--- src/rtl/mem_arbiter_if.sv ---
// Block-transfer handshake bundle: one 128-bit block read or write per
// transaction, completed by a one-cycle ready pulse from the responder.
// The same bundle describes a cache port and the main-memory port.
interface mem_arbiter_if #(
   parameter int ADDR_W = 28,
   parameter int DATA_W = 128
);
   logic              read;
   logic              write;
   logic [ADDR_W-1:0] addr;
   logic [DATA_W-1:0] wdata;
   logic [DATA_W-1:0] rdata;
   logic              ready;

   // Requester: issues the operation, receives data and the completion pulse.
   modport master (
      output read, write, addr, wdata,
      input  rdata, ready
   );

   // Responder: services the operation and returns data and the completion pulse.
   modport slave (
      input  read, write, addr, wdata,
      output rdata, ready
   );
endinterface

--- src/rtl/mem_arbiter.sv ---
// Round-robin arbiter sharing one slow main-memory port between the I-cache
// and the D-cache. One transaction is in flight at a time: IDLE picks a
// requester and registers its operation onto the memory port, WAIT holds it
// until memory completes, RESP pulses the owner's ready for one cycle.
module mem_arbiter #(
   parameter int ADDR_W = 28,
   parameter int DATA_W = 128
) (
   input  logic          clk,
   input  logic          rst,
   mem_arbiter_if.slave  i_port,
   mem_arbiter_if.slave  d_port,
   mem_arbiter_if.master mem
);

   localparam logic [1:0] ST_IDLE = 2'd0;
   localparam logic [1:0] ST_WAIT = 2'd1;
   localparam logic [1:0] ST_RESP = 2'd2;

   localparam logic PORT_I = 1'b0;
   localparam logic PORT_D = 1'b1;

   logic [1:0]        state;
   logic              owner;
   logic              last;

   logic              mem_read_q;
   logic              mem_write_q;
   logic [ADDR_W-1:0] mem_addr_q;
   logic [DATA_W-1:0] mem_wdata_q;

   logic [DATA_W-1:0] i_rdata_q;
   logic [DATA_W-1:0] d_rdata_q;
   logic              i_ready_q;
   logic              d_ready_q;

   logic              i_req;
   logic              d_req;
   logic              grant_valid;
   logic              grant_port;
   logic              sel_read;
   logic              sel_write;
   logic [ADDR_W-1:0] sel_addr;
   logic [DATA_W-1:0] sel_wdata;

   // Grant decision and selection of the winning port's operation.
   always_comb begin
      // NOTE: every signal gets a default before any branch, so no path can
      // leave one unassigned and infer a latch.
      i_req       = i_port.read | i_port.write;
      d_req       = d_port.read | d_port.write;
      grant_valid = i_req | d_req;
      grant_port  = PORT_I;
      if (i_req && d_req) begin
         grant_port = ~last;
      end else if (d_req) begin
         grant_port = PORT_D;
      end

      // Read+write together is illegal and is forwarded as a plain read.
      sel_read  = i_port.read;
      sel_write = i_port.write & ~i_port.read;
      sel_addr  = i_port.addr;
      sel_wdata = i_port.wdata;
      if (grant_port == PORT_D) begin
         sel_read  = d_port.read;
         sel_write = d_port.write & ~d_port.read;
         sel_addr  = d_port.addr;
         sel_wdata = d_port.wdata;
      end
   end

   // Transaction sequencer: grant, memory handshake, response pulse.
   always_ff @(posedge clk) begin
      // NOTE: sequential state uses non-blocking assignments only, so every
      // right-hand side sees the pre-edge value regardless of statement order.
      if (rst) begin
         state       <= ST_IDLE;
         owner       <= PORT_I;
         last        <= PORT_I;
         mem_read_q  <= 1'b0;
         mem_write_q <= 1'b0;
         mem_addr_q  <= '0;
         mem_wdata_q <= '0;
         // NOTE: the returned-data registers are wide, but they drive ports
         // that must read zero out of reset, so they are reset like control.
         i_rdata_q   <= '0;
         d_rdata_q   <= '0;
         i_ready_q   <= 1'b0;
         d_ready_q   <= 1'b0;
      end else begin
         i_ready_q <= 1'b0;
         d_ready_q <= 1'b0;
         case (state)
            ST_IDLE: begin
               if (grant_valid) begin
                  owner       <= grant_port;
                  mem_read_q  <= sel_read;
                  mem_write_q <= sel_write;
                  mem_addr_q  <= sel_addr;
                  mem_wdata_q <= sel_wdata;
                  state       <= ST_WAIT;
               end
            end
            ST_WAIT: begin
               // Requests are not re-sampled here; only memory completion matters.
               if (mem.ready) begin
                  mem_read_q  <= 1'b0;
                  mem_write_q <= 1'b0;
                  if (mem_read_q) begin
                     if (owner == PORT_D) begin
                        d_rdata_q <= mem.rdata;
                     end else begin
                        i_rdata_q <= mem.rdata;
                     end
                  end
                  if (owner == PORT_D) begin
                     d_ready_q <= 1'b1;
                  end else begin
                     i_ready_q <= 1'b1;
                  end
                  state <= ST_RESP;
               end
            end
            ST_RESP: begin
               last  <= owner;
               state <= ST_IDLE;
            end
            default: begin
               state <= ST_IDLE;
            end
         endcase
      end
   end

   assign mem.read     = mem_read_q;
   assign mem.write    = mem_write_q;
   assign mem.addr     = mem_addr_q;
   assign mem.wdata    = mem_wdata_q;

   assign i_port.rdata = i_rdata_q;
   assign i_port.ready = i_ready_q;
   assign d_port.rdata = d_rdata_q;
   assign d_port.ready = d_ready_q;

   // Invariants: one completion pulse at a time, never both memory strobes.
   a_one_ready : assert property (@(posedge clk) disable iff (rst)
      !(i_ready_q && d_ready_q));
   a_one_strobe : assert property (@(posedge clk) disable iff (rst)
      !(mem_read_q && mem_write_q));

endmodule

--- src/flat_wrapper.sv ---
// flat-port wrapper written by rule: the top's interface ports become plain ports
module mem_arbiter_flat 
#(
   parameter int ADDR_W = 28,
   parameter int DATA_W = 128
)
  (clk, rst, i_port_read, i_port_write, i_port_addr, i_port_wdata, i_port_rdata, i_port_ready, d_port_read, d_port_write, d_port_addr, d_port_wdata, d_port_rdata, d_port_ready, mem_read, mem_write, mem_addr, mem_wdata, mem_rdata, mem_ready);
  mem_arbiter_if #(.ADDR_W(ADDR_W), .DATA_W(DATA_W)) i_port_i ();
  mem_arbiter_if #(.ADDR_W(ADDR_W), .DATA_W(DATA_W)) d_port_i ();
  mem_arbiter_if #(.ADDR_W(ADDR_W), .DATA_W(DATA_W)) mem_i ();
  input  logic clk;
  input  logic rst;
  input wire logic [$bits(i_port_i.read)-1:0] i_port_read;
  input wire logic [$bits(i_port_i.write)-1:0] i_port_write;
  input wire logic [$bits(i_port_i.addr)-1:0] i_port_addr;
  input wire logic [$bits(i_port_i.wdata)-1:0] i_port_wdata;
  output wire logic [$bits(i_port_i.rdata)-1:0] i_port_rdata;
  output wire logic [$bits(i_port_i.ready)-1:0] i_port_ready;
  input wire logic [$bits(d_port_i.read)-1:0] d_port_read;
  input wire logic [$bits(d_port_i.write)-1:0] d_port_write;
  input wire logic [$bits(d_port_i.addr)-1:0] d_port_addr;
  input wire logic [$bits(d_port_i.wdata)-1:0] d_port_wdata;
  output wire logic [$bits(d_port_i.rdata)-1:0] d_port_rdata;
  output wire logic [$bits(d_port_i.ready)-1:0] d_port_ready;
  output wire logic [$bits(mem_i.read)-1:0] mem_read;
  output wire logic [$bits(mem_i.write)-1:0] mem_write;
  output wire logic [$bits(mem_i.addr)-1:0] mem_addr;
  output wire logic [$bits(mem_i.wdata)-1:0] mem_wdata;
  input wire logic [$bits(mem_i.rdata)-1:0] mem_rdata;
  input wire logic [$bits(mem_i.ready)-1:0] mem_ready;
  assign i_port_i.read = i_port_read;
  assign i_port_i.write = i_port_write;
  assign i_port_i.addr = i_port_addr;
  assign i_port_i.wdata = i_port_wdata;
  assign i_port_rdata = i_port_i.rdata;
  assign i_port_ready = i_port_i.ready;
  assign d_port_i.read = d_port_read;
  assign d_port_i.write = d_port_write;
  assign d_port_i.addr = d_port_addr;
  assign d_port_i.wdata = d_port_wdata;
  assign d_port_rdata = d_port_i.rdata;
  assign d_port_ready = d_port_i.ready;
  assign mem_read = mem_i.read;
  assign mem_write = mem_i.write;
  assign mem_addr = mem_i.addr;
  assign mem_wdata = mem_i.wdata;
  assign mem_i.rdata = mem_rdata;
  assign mem_i.ready = mem_ready;
  mem_arbiter #(.ADDR_W(ADDR_W), .DATA_W(DATA_W)) u_core (.clk(clk), .rst(rst), .i_port(i_port_i), .d_port(d_port_i), .mem(mem_i));
endmodule
--- config.mk ---
export PLATFORM = sky130hd
export DESIGN_NAME = mem_arbiter_flat
export DESIGN_NICKNAME = d
export VERILOG_FILES = /design/src/rtl/mem_arbiter_if.sv /design/src/rtl/mem_arbiter.sv /design/src/flat_wrapper.sv
export SDC_FILE = /design/constraint.sdc
export NUM_CORES = 1
export LEC_CHECK = 0
export ABC_AREA = 1
export BUFFER_PORTS_ARGS = -buffer_cell sky130_fd_sc_hd__buf_2
export CAP_MARGIN = 10
export CORE_AREA = 5 5 333 335
export CTS_CLUSTER_SIZE = 30
export DETAILED_ROUTE_END_ITERATION = 8
export DIE_AREA = 0 0 338 340
export GPL_TIMING_DRIVEN = 0
export PLACE_DENSITY_LB_ADDON = 0.1
export SLEW_MARGIN = 20
export SYNTH_ARGS = -nofsm -noshare
export SYNTH_HDL_FRONTEND = slang
export SYNTH_SLANG_ARGS = --single-unit
--- constraint.sdc ---
create_clock -name clk -period 2.56 [get_ports clk]
set_input_delay 0.128 -clock clk [delete_from_list [all_inputs] [get_ports clk]]
set_output_delay 0.128 -clock clk [all_outputs]
set_load 0.02 [all_outputs]
== After elaboration in Yosys (flattened, before gate mapping) ==
Cells that the tools add are included.

* Flip-flop bits (word level): 420
* Input port bits: 447
* Output and inout bits: 416
* Word-level logic and storage cells: 51

* Equality and inequality tests: 4
* Mux-type cells: 16
* Bitwise operators: 11
* Reduce and logical (&&, ||, !) cells: 9

{| class="wikitable"
|+ Operator list
! cell !! number
|-
| $mux 128 || 1
|-
| $mux 28 || 1
|-
| $mux 1 || 9
|-
| $reduce_and 4->1 || 2
|-
| $not 1->1 || 6
|-
| $mux 2 || 2
|-
| $pmux 1 s2 || 2
|-
| $pmux 2 s2 || 1
|-
| $reduce_and 2->1 || 2
|-
| $or 1x1->1 || 3
|-
| $reduce_and 3->1 || 1
|-
| $reduce_or 3->1 || 1
|-
| $and 1x1->1 || 2
|-
| $eq 2x1->1 const B || 1
|-
| $eq 2x2->1 const B || 1
|-
| $logic_not 2->1 || 1
|-
| $ne 2x1->1 const B || 1
|-
| $ne 2x2->1 const B || 1
|-
| $reduce_bool 2->1 || 1
|-
| $logic_and 1x1->1 || 1
|}

== Depth between registers and ports, before layout ==
* Word-level depth: 6
* Gate-level depth with buffers: 10
* Mapped depth without buffers: 8

== Least setup slack after synthesis ==
Ideal clock, no wire load.

* Path type: register -> register
* From: register u_core.state[0]
* To: register u_core.i_rdata_q[117], in the netlist u_core.i_port.rdata[117]
* Setup time: 0.116 ns
* Arrival time: 1.255 ns
* Data required time: 2.444 ns
* Path slack: 1.189 ns
* Cell stages (with the launch flop): 10
* Buffers on the path: 2
* Clock period less this slack: 1.371 ns
* Cells stage by stage: dfxtp_1 -> inv_2 -> nor2_2 -> nand2_1 -> inv_2 -> nand3_1 -> buf_4 -> clkbuf_1 -> o21ai_0 -> nor2_1

* Cells in the longest elaborated chain, start to end: 2

{| class="wikitable"
|+ Ends and longest elaborated chain
! element !! RTL line !! source
|-
| from (decl) || mem_arbiter.sv:23 || <nowiki>logic [1:0] state;</nowiki>
|-
| from (signal assigned) || mem_arbiter.sv:78 || <nowiki>state <= ST_IDLE;</nowiki>
|-
| from (signal assigned) || mem_arbiter.sv:102 || <nowiki>state <= ST_WAIT;</nowiki>
|-
| from (signal assigned) || mem_arbiter.sv:122 || <nowiki>state <= ST_RESP;</nowiki>
|-
| $eq 2x1->1 || mem_arbiter.sv:94 || <nowiki>case (state)</nowiki>
|-
| $reduce_and 4->1 (no source line) || n/a ||
|-
| to (signal assigned) || mem_arbiter.sv:114 || <nowiki>i_rdata_q <= mem.rdata;</nowiki>
|-
| to (decl) || mem_arbiter.sv:32 || <nowiki>logic [DATA_W-1:0] i_rdata_q;</nowiki>
|}

No other way between the ends.
A chain may end at the register's enable or synchronous reset.

== Worst setup path after layout ==
* From: input d_port_read
* To: register u_core.mem_wdata_q[101], in the netlist u_core.mem.wdata[101]

* Cells in the longest elaborated chain, start to end: 4
* Elaborated cells between the ends (all ways): 7
* Those cells by class: mux (3); bitwise (2); reduce/logical (2)

{| class="wikitable"
|+ Ends and longest elaborated chain
! element !! RTL line !! source
|-
| from (decl) || flat_wrapper.sv:19 || <nowiki>input wire logic [$bits(d_port_i.read)-1:0] d_port_read;</nowiki>
|-
| $or 1x1->1 * || mem_arbiter.sv:51 || <nowiki>d_req = d_port.read | d_port.write;</nowiki>
|-
| $mux 1 or $logic_and 1x1->1 (tied branches) || mem_arbiter.sv:56, mem_arbiter.sv:54 ||
|-
| $mux 1 || mem_arbiter.sv:54 || <nowiki>if (i_req && d_req) begin</nowiki>
|-
| $mux 128 || mem_arbiter.sv:65 || <nowiki>if (grant_port == PORT_D) begin</nowiki>
|-
| to (signal assigned) || mem_arbiter.sv:101 || <nowiki>mem_wdata_q <= sel_wdata;</nowiki>
|-
| to (decl) || mem_arbiter.sv:30 || <nowiki>logic [DATA_W-1:0] mem_wdata_q;</nowiki>
|}

Every way passes the cells marked *; elsewhere a longest branch is shown, timed or not.

==> summary.md <==
| Metric | Value |
|---|---|
| Post-Syn Instances | `2495` |
| Die footprint | `0.115 mm2` |
| Deepest clock path buffer count | `3` |
| Crit. End Element | `register` |
| Hold Startpoint | `i_port_write` |
| # rows | `121` |
| Slew Viols, Final | `0` |
| Synth Flop Type | `dfxtp_1` |
| Synth cell count leaders | `nor2_1, nand2_1, dfxtp_1` |
| Reg clk slew, reported paths | `0.05 ns` |
| Top-level I/O count | `863` |
| Hold-critical path depth | `5` |
| Mapped Area | `0.0169 mm2` |
| RSZ-0062 raised after global routing | `no` |
| Largest net degree at the start of global routing | `15` |
| Antenna-violating nets left | `0` |
| Global-route wire length before repair | `136 mm` |
| Crit path arrival time | `2.89 ns` |
| Crit-path max FO | `10` |
| Top post-synthesis cells by area | `dfxtp_1, nor2_1, nand2_1` |
| Routed WL per cell | `17.9 um` |
| Die W | `338 um` |
| DP HPWL | `75.8 mm` |
| Via/cell ratio | `3.80` |
| Drt first pass iters | `7` |
| Tightest Hold Check Type | `in2reg` |
| GRT overflow | `0` |
| Final RePlAce weighted congestion | `0.809` |
| Post-synthesis mux area share | `0%` |
| Synth cell types | `18` |
| Initial antenna violation count | `8` |
| Vias in the first global route | `20900` |
| CTS tree | `built` |
| Worst skew pair latency | `0.62 ns` |
| Cell with the most instances after synthesis | `nor2_1` |
| Layout cells sized above 1 | `26.6%` |
| Post-synthesis sequential area ratio | `49.6%` |
| Peak VDD IR | `0.000426 V` |
| CP required | `3.12 ns` |
| Critical-path cell list | `dlygate4sd3_1 -> buf_2 -> nor2_2 -> inv_1 -> nand2_2 -> buf_2 -> buf_2 -> nand2_1 -> nand3_1 -> dlygate4sd3_1 -> nand2_1 -> inv_1` |
| Adder-cell share of the synthesized area | `0%` |
| PwrDens | `637 mW/mm2` |
| Reg2reg setup slack | `0.24 ns` |
| Critical path's slowest cell | `dlygate4sd3_1` |
| NumNets Final | `4310` |
| PortBufs | `862` |
| FILL cells | `12200` |
| DP Cell Count | `4771` |
| Htree depth | `2` |
| Root buffer cell | `clkbuf_16` |
| Ys async rst share | `0%` |
| Hold EP | `u_core.owner` |
| CTS Sinks | `420` |
| Simple-gate share of the synthesized area | `33.8%` |
| Iter 0 DRT Violations | `701` |
| Inserted Clock Buffers | `55` |
| Total GRT Usage | `15.8%` |
| Residual DRC | `0` |
| Max cap viols | `0` |
| Final WL | `95.3 mm` |
| Leak Pwr | `14.8 nW` |
| Yosys top cell area share | `49.6%` |
| Clock Skew | `0.0168 ns` |
| Largest family of logic cells by synthesized area | `simple AND/OR/NAND/NOR gates` |
| Relative slew slack | `28.8%` |
| Fin crit period | `2.33 ns` |
| Fin crit share | `91.1%` |
| Core Box Area | `0.108 mm2` |
| Crit-path leading delay family | `buffers and inverters` |
| FF-to-FF path depth | `9` |
| Final Hold Viols | `0` |
| Vias | `20200` |
| Final setup fails | `0` |
| XOR/XNOR Fraction of Synth Area | `0%` |
| Most frequent CP cell | `buf_2` |
| Multi-input logic area | `0.00708 mm2` |
| Reg2reg end | `u_core.mem.wdata[101]` |
| Fmax | `0.429 GHz` |
| Starting Density | `15.7%` |
| Syn_nets | `2942` |
| Number of flops mapped to enable cells by yosys | `0` |
| Area growth, synth to finish | `72.8%` |
| Synth Area in Compound Gates | `7.94%` |
| Worst slew pin tran | `1.07 ns` |
| Setup crit start kind | `input pin` |
| Chip height | `340 um` |
| YS warnings | `0` |
| Max stage delay on crit path | `0.55 ns` |
| Cell Count, Final, Fillers Out | `5323` |
| Setup TNS | `0 ns` |
| Status | `complete, no violations` |
| Storage element area | `0.00841 mm2` |
| Synth Register Bits | `420` |
| Reg-to-reg startpoint | `u_core.last` |
| CP Buf/Inv Count | `7` |
| Kind of critical path | `in2reg` |
| Mean post-synth cell area | `6.79 um2` |
| Leading area contributor after synthesis | `dfxtp_1` |
[placed cells by master (no fill, tap or decap), drive strengths merged]
| cell type | netlist | final |
|---|---|---|
| a21oi | 7 | 7 |
| a311oi | 1 | 1 |
| buf | 94 | 954 |
| bufinv | 0 | 3 |
| clkbuf | 76 | 164 |
| clkinv | 0 | 9 |
| clkinvlp | 0 | 2 |
| dfxtp | 420 | 420 |
| diode | 0 | 3 |
| dlygate4sd3 | 0 | 448 |
| inv | 167 | 168 |
| nand2 | 481 | 481 |
| nand3 | 160 | 160 |
| nor2 | 829 | 829 |
| nor3 | 2 | 2 |
| o21ai | 258 | 258 |
[power breakdown]
group	total [W]	switching, W	leakage [nW]	internal [W]
clock network	0.00765	0.00313	0.852	0.00452
registers	0.00713	0.000197	3.43	0.00693
logic	0.00389	0.00234	10.6	0.00155
[kinds of logic after synthesis]
logic type	count (synthesis)
AND/OR/NAND/NOR	1472
buffers and inverters	337
flip-flops	420
AO/OA/AOI/OAI	266
[tightest hold or removal path, cell delays in order]
cell and delay, ns:
buf_2 0.10, nor2_1 0.07, nand2_1 0.07, nand3_1 0.13
a21oi_1 0.17
[state kept, by name, indices dropped and copies added, names as in the netlist]
signal	cells
u_core.mem.addr	28
u_core.d_port.ready	1
u_core.d_port.rdata	128
u_core.i_port.ready	1
u_core.mem.wdata	128
u_core.mem.write	1
u_core.mem.read	1
u_core.owner	1
u_core.last	1
u_core.state	2
u_core.i_port.rdata	128
[layer usage]
layer	track usage (%)	wire length, um	vias up
met3	5.09	7990	127
met4	4.47	2780	4
met1	18.4	39000	8969
met5	0	19	-
li1	-	-	10400
met2	27.8	45500	682
[through the flow]
| step | total power [W] | hold slack [ns] | area, um2 | utilization, % | worst slack, ns |
|---|---|---|---|---|---|
| floorplan | 0.00904 | 0.277 | 16900 | - | 1.19 |
| global placement | 0.0107 | 0.399 | 23000 | 21.4 | 0.159 |
| detailed placement | 0.0106 | 0.395 | 23000 | 21.4 | 0.122 |
| CTS | 0.0191 | 0.0228 | 29300 | 27.1 | 0.0220 |
| global route | 0.0198 | 0.114 | 29300 | 27.2 | 0.0970 |
| finish | 0.0187 | 0.100 | 29300 | 27.2 | 0.227 |
[area by class of cell]
class | count | share of cell area [%]
antenna | 3 | 0.0256
buffer | 170 | 2.87
clock buffer | 85 | 5.39
clock inverter | 15 | 0.581
inverter | 167 | 2.14
multi-input combinational | 1738 | 24.2
sequential | 420 | 28.7
tap | 1414 | 6.04
timing repair buffer | 1311 | 30.1
[how the worst max path moves through the flow]
stage                               start                        to  depth (start not counted)
after global routing      u_core.state[1]       u_core.mem.addr[23]                         10
after global placement                rst   u_core.i_port.rdata[72]                          6
after detailed placement              rst   u_core.i_port.rdata[72]                          6
final                         d_port_read     u_core.mem.wdata[101]                         12
after floorplan           u_core.state[0]  u_core.i_port.rdata[117]                          9
after CTS                 u_core.state[1]     u_core.mem.wdata[101]                          9
[timing repair]
item | 4_1_cts | 5_1_grt
endpoints found under the hold margin | 419 | 0
gates resized for setup | 0 | 4
setup endpoints to repair | 0 | 16
hold buffers | 448 | 0
buffers inserted | 0 | 1
Power figures use the tool's default switching activity.
